<file path="config.mk">
export PLATFORM = sky130hd
export DESIGN_NAME = mem_write_buffer
export DESIGN_NICKNAME = d
export VERILOG_FILES = /design/src/rtl/mem_write_buffer.sv
export SDC_FILE = /design/constraint.sdc
export NUM_CORES = 1
export LEC_CHECK = 0
export BUFFER_PORTS_ARGS = -buffer_cell sky130_fd_sc_hd__buf_2
export CORE_ASPECT_RATIO = 1.5
export CORE_MARGIN = 2
export CORE_UTILIZATION = 57
export DETAILED_ROUTE_END_ITERATION = 16
export PLACE_DENSITY = 0.8
export SLEW_MARGIN = 20
export SYNTH_ARGS = -nofsm -noshare
export SYNTH_HDL_FRONTEND = slang
export SYNTH_SLANG_ARGS = --single-unit
</file>
<file path="constraint.sdc">
create_clock -name clk -period 9.4 [get_ports clk]
set_input_delay 1.41 -clock clk [delete_from_list [all_inputs] [get_ports clk]]
set_output_delay 1.41 -clock clk [all_outputs]
set_load 0.03 [all_outputs]
</file>
<file path="src/rtl/mem_write_buffer.sv">
// mem_write_buffer: posted-write FIFO between the cache memory port and main memory.
// Writes are acked in one cycle and drained in the background; reads wait for
// the buffer to empty, then pass through, so memory sees requests in order.
// Optional macro: WB_FORWARD_EN -- a read hitting the youngest full-word
// buffered write is answered from the buffer without a memory access.
// Ports:
//   clk, resetn                        clock, async active-low reset
//   up_valid/addr/wdata/wstrb (in)     cache request (wstrb==0 is a read)
//   up_ready/up_rdata (out)            1-cycle completion pulse and read data
//   dn_valid/addr/wdata/wstrb (out)    memory request, held until dn_ready
//   dn_ready/dn_rdata (in)             memory completion pulse and read data
//   wb_count/wb_full (out)             occupancy and full flag
module mem_write_buffer #(
  parameter int DEPTH = 4,
  parameter int PTR_W = 2
) (
  input  logic           clk,
  input  logic           resetn,
  input  logic           up_valid,
  input  logic [31:0]    up_addr,
  input  logic [31:0]    up_wdata,
  input  logic [3:0]     up_wstrb,
  output logic           up_ready,
  output logic [31:0]    up_rdata,
  output logic           dn_valid,
  output logic [31:0]    dn_addr,
  output logic [31:0]    dn_wdata,
  output logic [3:0]     dn_wstrb,
  input  logic           dn_ready,
  input  logic [31:0]    dn_rdata,
  output logic [PTR_W:0] wb_count,
  output logic           wb_full
);

  localparam logic [PTR_W:0] FULL_CNT = (PTR_W+1)'(DEPTH);

  typedef enum logic [2:0] {
    S_IDLE,
    S_ACK,
    S_RD_DRAIN,
    S_RD_ISSUE,
    S_RD_WAIT
  } state_e;

  state_e state_q, state_d;

  logic [31:0] addr_q [DEPTH];
  logic [31:0] data_q [DEPTH];
  logic [3:0]  strb_q [DEPTH];

  logic [PTR_W-1:0] wr_ptr_q, wr_ptr_d;
  logic [PTR_W-1:0] rd_ptr_q, rd_ptr_d;
  logic [PTR_W:0]   count_q, count_d;
  logic             full_q, full_d;

  logic        up_ready_q, up_ready_d;
  logic [31:0] up_rdata_q, up_rdata_d;
  logic        dn_valid_q, dn_valid_d;
  logic [31:0] dn_addr_q, dn_addr_d;
  logic [31:0] dn_wdata_q, dn_wdata_d;
  logic [3:0]  dn_wstrb_q, dn_wstrb_d;

  logic        req_new;
  logic        is_wr;
  logic        push;
  logic        pop;
  logic        drain_go;
  logic        fwd_ok;
  logic [31:0] fwd_data;

  // While up_ready is high the cache still holds the finished request;
  // it must not be taken as a new one.
  assign req_new  = up_valid & ~up_ready_q;
  assign is_wr    = |up_wstrb;
  assign push     = (state_q == S_IDLE) & req_new & is_wr
                  & (count_q != FULL_CNT);
  // A dn_ready outside RD_WAIT can only complete a drain.
  assign pop      = dn_valid_q & dn_ready & (state_q != S_RD_WAIT);
  assign drain_go = (count_q != '0) & ~dn_valid_q
                  & (state_q != S_RD_ISSUE)
                  & (state_q != S_RD_WAIT);

  assign wr_ptr_d = wr_ptr_q + PTR_W'(push);
  assign rd_ptr_d = rd_ptr_q + PTR_W'(pop);
  assign count_d  = count_q + (PTR_W+1)'(push) - (PTR_W+1)'(pop);
  assign full_d   = (count_d == FULL_CNT);

`ifdef WB_FORWARD_EN
  // Scan oldest to youngest; the last match is the youngest write.
  always_comb begin
    logic [PTR_W-1:0] idx;
    idx      = '0;
    fwd_ok   = 1'b0;
    fwd_data = '0;
    for (int i = 0; i < DEPTH; i++) begin
      idx = rd_ptr_q + PTR_W'(i);
      if (((PTR_W+1)'(i) < count_q) &&
          (addr_q[idx][31:2] == up_addr[31:2])) begin
        fwd_ok   = (strb_q[idx] == 4'hF);
        fwd_data = data_q[idx];
      end
    end
  end
`else
  assign fwd_ok   = 1'b0;
  assign fwd_data = '0;
`endif

  always_ff @(posedge clk) begin
    if (push) begin
      addr_q[wr_ptr_q] <= up_addr;
      data_q[wr_ptr_q] <= up_wdata;
      strb_q[wr_ptr_q] <= up_wstrb;
    end
  end

  always_ff @(posedge clk or negedge resetn) begin
    if (!resetn) begin
      state_q <= S_IDLE;
    end else begin
      state_q <= state_d;
    end
  end

  always_comb begin
    state_d = state_q;
    unique case (state_q)
      S_IDLE: begin
        if (req_new) begin
          if (!is_wr)    state_d = S_RD_DRAIN;
          else if (push) state_d = S_ACK;
        end
      end
      S_ACK: state_d = S_IDLE;
      S_RD_DRAIN: begin
        if (fwd_ok)
          state_d = S_IDLE;
        else if (count_q == '0 && !dn_valid_q)
          state_d = S_RD_ISSUE;
      end
      S_RD_ISSUE: state_d = S_RD_WAIT;
      S_RD_WAIT: begin
        if (dn_ready) state_d = S_IDLE;
      end
      default: state_d = S_IDLE;
    endcase
  end

  always_comb begin
    up_ready_d = 1'b0;
    up_rdata_d = up_rdata_q;
    dn_valid_d = dn_valid_q;
    dn_addr_d  = dn_addr_q;
    dn_wdata_d = dn_wdata_q;
    dn_wstrb_d = dn_wstrb_q;
    if (pop) dn_valid_d = 1'b0;
    if (drain_go) begin
      dn_valid_d = 1'b1;
      dn_addr_d  = addr_q[rd_ptr_q];
      dn_wdata_d = data_q[rd_ptr_q];
      dn_wstrb_d = strb_q[rd_ptr_q];
    end
    unique case (state_q)
      S_IDLE: begin
        if (push) up_ready_d = 1'b1;
      end
      S_RD_DRAIN: begin
        if (fwd_ok) begin
          up_ready_d = 1'b1;
          up_rdata_d = fwd_data;
        end
      end
      S_RD_ISSUE: begin
        dn_valid_d = 1'b1;
        dn_addr_d  = up_addr;
        dn_wdata_d = '0;
        dn_wstrb_d = 4'h0;
      end
      S_RD_WAIT: begin
        if (dn_ready) begin
          up_ready_d = 1'b1;
          up_rdata_d = dn_rdata;
          dn_valid_d = 1'b0;
        end
      end
      default: ;
    endcase
  end

  always_ff @(posedge clk or negedge resetn) begin
    if (!resetn) begin
      wr_ptr_q   <= '0;
      rd_ptr_q   <= '0;
      count_q    <= '0;
      full_q     <= 1'b0;
      up_ready_q <= 1'b0;
      up_rdata_q <= '0;
      dn_valid_q <= 1'b0;
      dn_addr_q  <= '0;
      dn_wdata_q <= '0;
      dn_wstrb_q <= '0;
    end else begin
      wr_ptr_q   <= wr_ptr_d;
      rd_ptr_q   <= rd_ptr_d;
      count_q    <= count_d;
      full_q     <= full_d;
      up_ready_q <= up_ready_d;
      up_rdata_q <= up_rdata_d;
      dn_valid_q <= dn_valid_d;
      dn_addr_q  <= dn_addr_d;
      dn_wdata_q <= dn_wdata_d;
      dn_wstrb_q <= dn_wstrb_d;
    end
  end

  assign up_ready = up_ready_q;
  assign up_rdata = up_rdata_q;
  assign dn_valid = dn_valid_q;
  assign dn_addr  = dn_addr_q;
  assign dn_wdata = dn_wdata_q;
  assign dn_wstrb = dn_wstrb_q;
  assign wb_count = count_q;
  assign wb_full  = full_q;

endmodule
</file>
Word-level counts from Yosys, hierarchy flattened. Memory sizes are Yosys's and may differ from the RTL's. Cells that the tools add are included.

$add $sub $neg: 4. Multipliers: 0. Divide/modulo/power cells: 0. Magnitude comparators: 0. Eq/ne operators: 11. Shift operators: 0. Muxes and demuxes: 20. Bitwise gates (word level): 11. Reduce and logical (&&, ||, !) cells: 9.

Operators with widths (count): $mux 32 (4); $mux 3 (5); $pmux 3 s4 (1); $and 1x1->1 (9); $ne 3x3->1 const B (3); $mux 4 (2); $eq 3x2->1 const B (2); $eq 3x3->1 const B (2); $logic_not 3->1 (2); $mux 1 (6); $ne 2x2->1 const B (3); $add 2x1->2 (2); $pmux 1 s2 (2); $reduce_and 4->1 (1); $reduce_or 4->1 (1); $add 3x1->3 (1); $ne 3x2->1 const B (1); $reduce_bool 3->1 (1); $sub 3x1->3 (1); $not 1->1 (2); $reduce_and 2->1 (1); $reduce_bool 2->1 (1); $logic_and 1x1->1 (1); $logic_not 1->1 (1).

Register bits: 113. Bits in latches: 0. Memory bits (writable): 272. ROM bits: 0. Bits of input ports: 104. Output and inout port bits: 106. Memories: 3.

Memories: addr_q (words 4, bits a word 32, read ports 1, clocked after memory_dff 0, write ports 1, line 47) `logic [31:0] addr_q [DEPTH];`; data_q (words 4, bits a word 32, read ports 1, clocked after memory_dff 0, write ports 1, line 48) `logic [31:0] data_q [DEPTH];`; strb_q (words 4, bits a word 4, read ports 1, clocked after memory_dff 0, write ports 1, line 49) `logic [3:0] strb_q [DEPTH];`.

Logic depth before layout (Yosys ltp).
Depth after elaboration: 9. Depth in mapped cells: 10.

Worst setup path before layout. No wires, ideal clock.

Kind: input to register. Start point: input port up_wstrb[0]. End point: memory addr_q[1][0] (enable). Library setup time: 0.592 ns. Arrival: 7.121 ns. Data required time: 8.808 ns. Setup slack: 1.687 ns. Cell stages on the path: 4. Buffers on the path: 0. Path through: nor4_1 -> a2111oi_1 -> nand2_1 -> nor3b_1.

Longest elaborated chain between the ends: 5.

RTL lines: start: declaration (line 22) `input logic [3:0] up_wstrb,`; $reduce_or 4->1 (line 74) `assign is_wr = |up_wstrb;`; $and 1x1->1 (line 75) `assign push = (state_q == S_IDLE) & req_new & is_wr`; $and 1x1->1 (line 76) `& (count_q != FULL_CNT);`; $mux 1 (line 110) `if (push) begin`; $mux 1 (not written as such) (line 111) `addr_q[wr_ptr_q] <= up_addr;`; end: declaration (line 47).

Every way passes these cells.

Worst setup path after layout.
Start point: input port up_wstrb[0]. End point: memory data_q[3][4] (enable).

Longest elaborated chain between the ends: 5.

RTL lines: $reduce_or 4->1 (line 74); $and 1x1->1 (line 75); $and 1x1->1 (line 76); $mux 1 (line 110); $mux 1 (not written as such) (line 112) `data_q[wr_ptr_q] <= up_wdata;`; end: declaration (line 48).

Every way passes these cells.

==> flow_summary.toml <==
[route]
wl_met2_mm = 15.3
wl_per_cell_um = 21.1
firstDrtPassIters = 6
finalWirelength_mm = 28.4
highest_layer = "met5"
num_vias = 7552
wl_met1_mm = 10.8
drt_iter0_drc = 544
ant_nets = 0
wl_met3_mm = 1.47
viasPerCell = 5.61
drcViolationCount = 0

[clocking]
cts_hold_buf = 0
clock_latency_ns = 0.52
post_cts_buffers = 0
clock_sinks = 385
clk_pin_slew_worst_paths_ns = 0.06
cts_root_buf = "clkbuf_16"
cts_tree = "yes"
cts-resized-gates = 0
clockBufferDepth = 3
numCtsBuffers = 34
htree_levels = 2

[synth]
ys_ff_latch = 385
synth_compound_area_share_pct = 2.58
synth_mux_area_share_pct = 15.3
synth.top_cells.by_area = "edfxtp_1, dfrtp_1, mux4_2"
synth_nets = 885
yosys.area.top_type = "edfxtp_1"
synth_xor_area_share_pct = 0.242
syn_area_um2 = 14500
synth-adder-area-share_pct = 0.484
synth_top_area_share_pct = 56.4
netlist_instances = 776
avgSynthCellArea_um2 = 18.7
ys_warn_count = 0
synth_top_family_by_area = "multiplexers"
yosys.area_share.simple_pct = 3.72
ys_types = 32
yosysSeqAreaShare_pct = 75.9

[die]
die_w_um = 134
die_h_um = 199
initial_utilization_pct = 57.8
placementRows = 71
dieArea_um2 = 26700
core_area_um2 = 25100
num_io_pins = 210

[worst_setup_path]
worst_ep_arrival_time_ns = 4.17
critPathCaptureType = "register"
cp-start-kind = "input pin"
regToRegStartpoint = "wb_count[0]"
criticalPathCategory = "in2reg"
rrSetupSlack_ns = 6.00
reg2regPathDepth = 5
worstReg2RegEnd = "data_q[3][4]"
required_ns = 9.54
critPathMaxFanout = 40

[status]
status = "finished, final reports clean"

[placed_design]
port_buffers = 209
placed_cells = 1286
hpwlAfterDp_mm = 17.3
gp_congestion = 0.750

[global_route]
grt_pass1_vias = 7808
grt_overflow = 0
grt_max_degree = 70
grt_pass1_wl_mm = 43.2
grt.total_usage_pct = 21.5
antenna_found_initial = 2

[hold_path]
hold_start = "up_rdata[21]"
holdPathEnd = "up_rdata[21]"
hold_depth = 1
hold_class = "reg2reg"

[power]
power_density_nw_per_um2 = 336
peakVddDrop_mv = 0.226
total_leakage_power_nw = 6.41

[sta]
clock_skew_ns = 0.0165
min_period_over_period_pct = 42.8
rsz0062_at_grt = "false"
finalSetupTns_ns = 0
hold_viol = 0
drv_slew = 0
fin_crit_ns = 4.03
timing.fmax_mhz = 248
max_slew_margin_pct = 30.0
worstMarginPinSlew_ns = 1.05
setup_violations = 0
hold_slack_ns = 0.500

[final_layout]
stdcell_count = 1347
fill_cells = 1658
drive_above_1_share_pct = 37.8
antennaDiodeCount = 0
layout_commonest_cell = "edfxtp_1"
syn_to_final_growth_pct = 17.2
fin_nets = 1103
final_cell_mix = "edfxtp_1, buf_2, dfrtp_1, nand2_1, mux4_2"

[flow_run]
drv_cap = 0
==> Yosys cell counts (all sizes together) <==
cell type	instances
clkbuf	16
nand2	109
ha	4
mux2i	32
nor4	1
or3	1
dfrtp	113
xnor2	2
o22ai	1
a31oi	1
nor2	8
fa	1
xor2	2
nor3	4
inv	7
o21ai	33
mux2	32
a2111oi	1
mux4	68
edfxtp	272
buf	25
nand2b	2
a21oi	37
nor3b	4
==> report_power, final <==
part | internal (W) | total (W) | switching (W)
Sequential | 0.00225 | 0.00252 | 0.000268
Clock | 0.000796 | 0.00138 | 0.000584
Combinational | 0.000718 | 0.00181 | 0.00109
==> flip-flops by register name (all words and copies together) (netlist names), 3 cells and up <==
signal and cells:
addr_q 128, data_q 128, dn_addr 32, dn_wdata 32
up_rdata 32, strb_q 16, dn_wstrb 4, state_q 3
wb_count 3
==> metrics by stage <==
step / total power, W / area (um2) / worst slack (ns) / util, %
global placement: 0.00434 / 15900 / 5.09 / 63.3
CTS: 0.00578 / 17000 / 5.45 / 67.8
finish: 0.00571 / 17000 / 5.37 / 67.8
floorplan: 0.00387 / 14500 / 1.69 / -
global route: 0.00599 / 17000 / 5.24 / 67.8
detailed placement: 0.00439 / 15900 / 4.98 / 63.3
==> critical path: stages <==
cell and delay, ns:
buf_2 0.13, nor4_1 0.09, a2111oi_1 0.65, nand2_1 0.38, nor2_4 0.82, buf_4 0.66
==> cell type report <==
| cell class | instances | area (um2) | share of cell area [%] |
|---|---|---|---|
| flip-flops and latches | 385 | 11000 | 64.8 |
| multi-input cells | 343 | 3260 | 19.2 |
| repair buffers | 223 | 1150 | 6.80 |
| clock buffers | 45 | 986 | 5.81 |
| well taps | 328 | 410 | 2.42 |
| clock inverters | 16 | 134 | 0.789 |
| inverters | 7 | 26.3 | 0.155 |
==> cell families (layout without fill, tap and decap cells) <==
group,after synthesis,count (layout)
flip-flops,385,385
multiplexers,132,132
AND/OR/NAND/NOR,129,129
AO/OA/AOI/OAI,73,73
buffers and inverters,48,291
adder cells (fa/ha/maj),5,5
XOR/XNOR,4,4
==> worst max path at each step <==
stage / from / to / slack, ns / cells after the start
finish: up_wstrb[0] / data_q[3][4] / 5.37 / 6
floorplan: up_wstrb[0] / addr_q[1][0] / 1.69 / 4
global placement: up_wstrb[0] / data_q[3][10] / 5.09 / 6
CTS: up_wstrb[0] / data_q[3][9] / 5.45 / 6
global route: up_wstrb[3] / data_q[3][4] / 5.24 / 6
detailed placement: up_wstrb[0] / addr_q[3][31] / 4.98 / 6
==> layer usage <==
| metal | up-vias | track usage (%) |
|---|---|---|
| li1 | 3401 | - |
| met1 | 3841 | 25.6 |
| met2 | 244 | 38.9 |
| met3 | 62 | 4.13 |
| met4 | 4 | 8.27 |
| met5 | - | 0 |
Power figures use the tool's default switching activity.
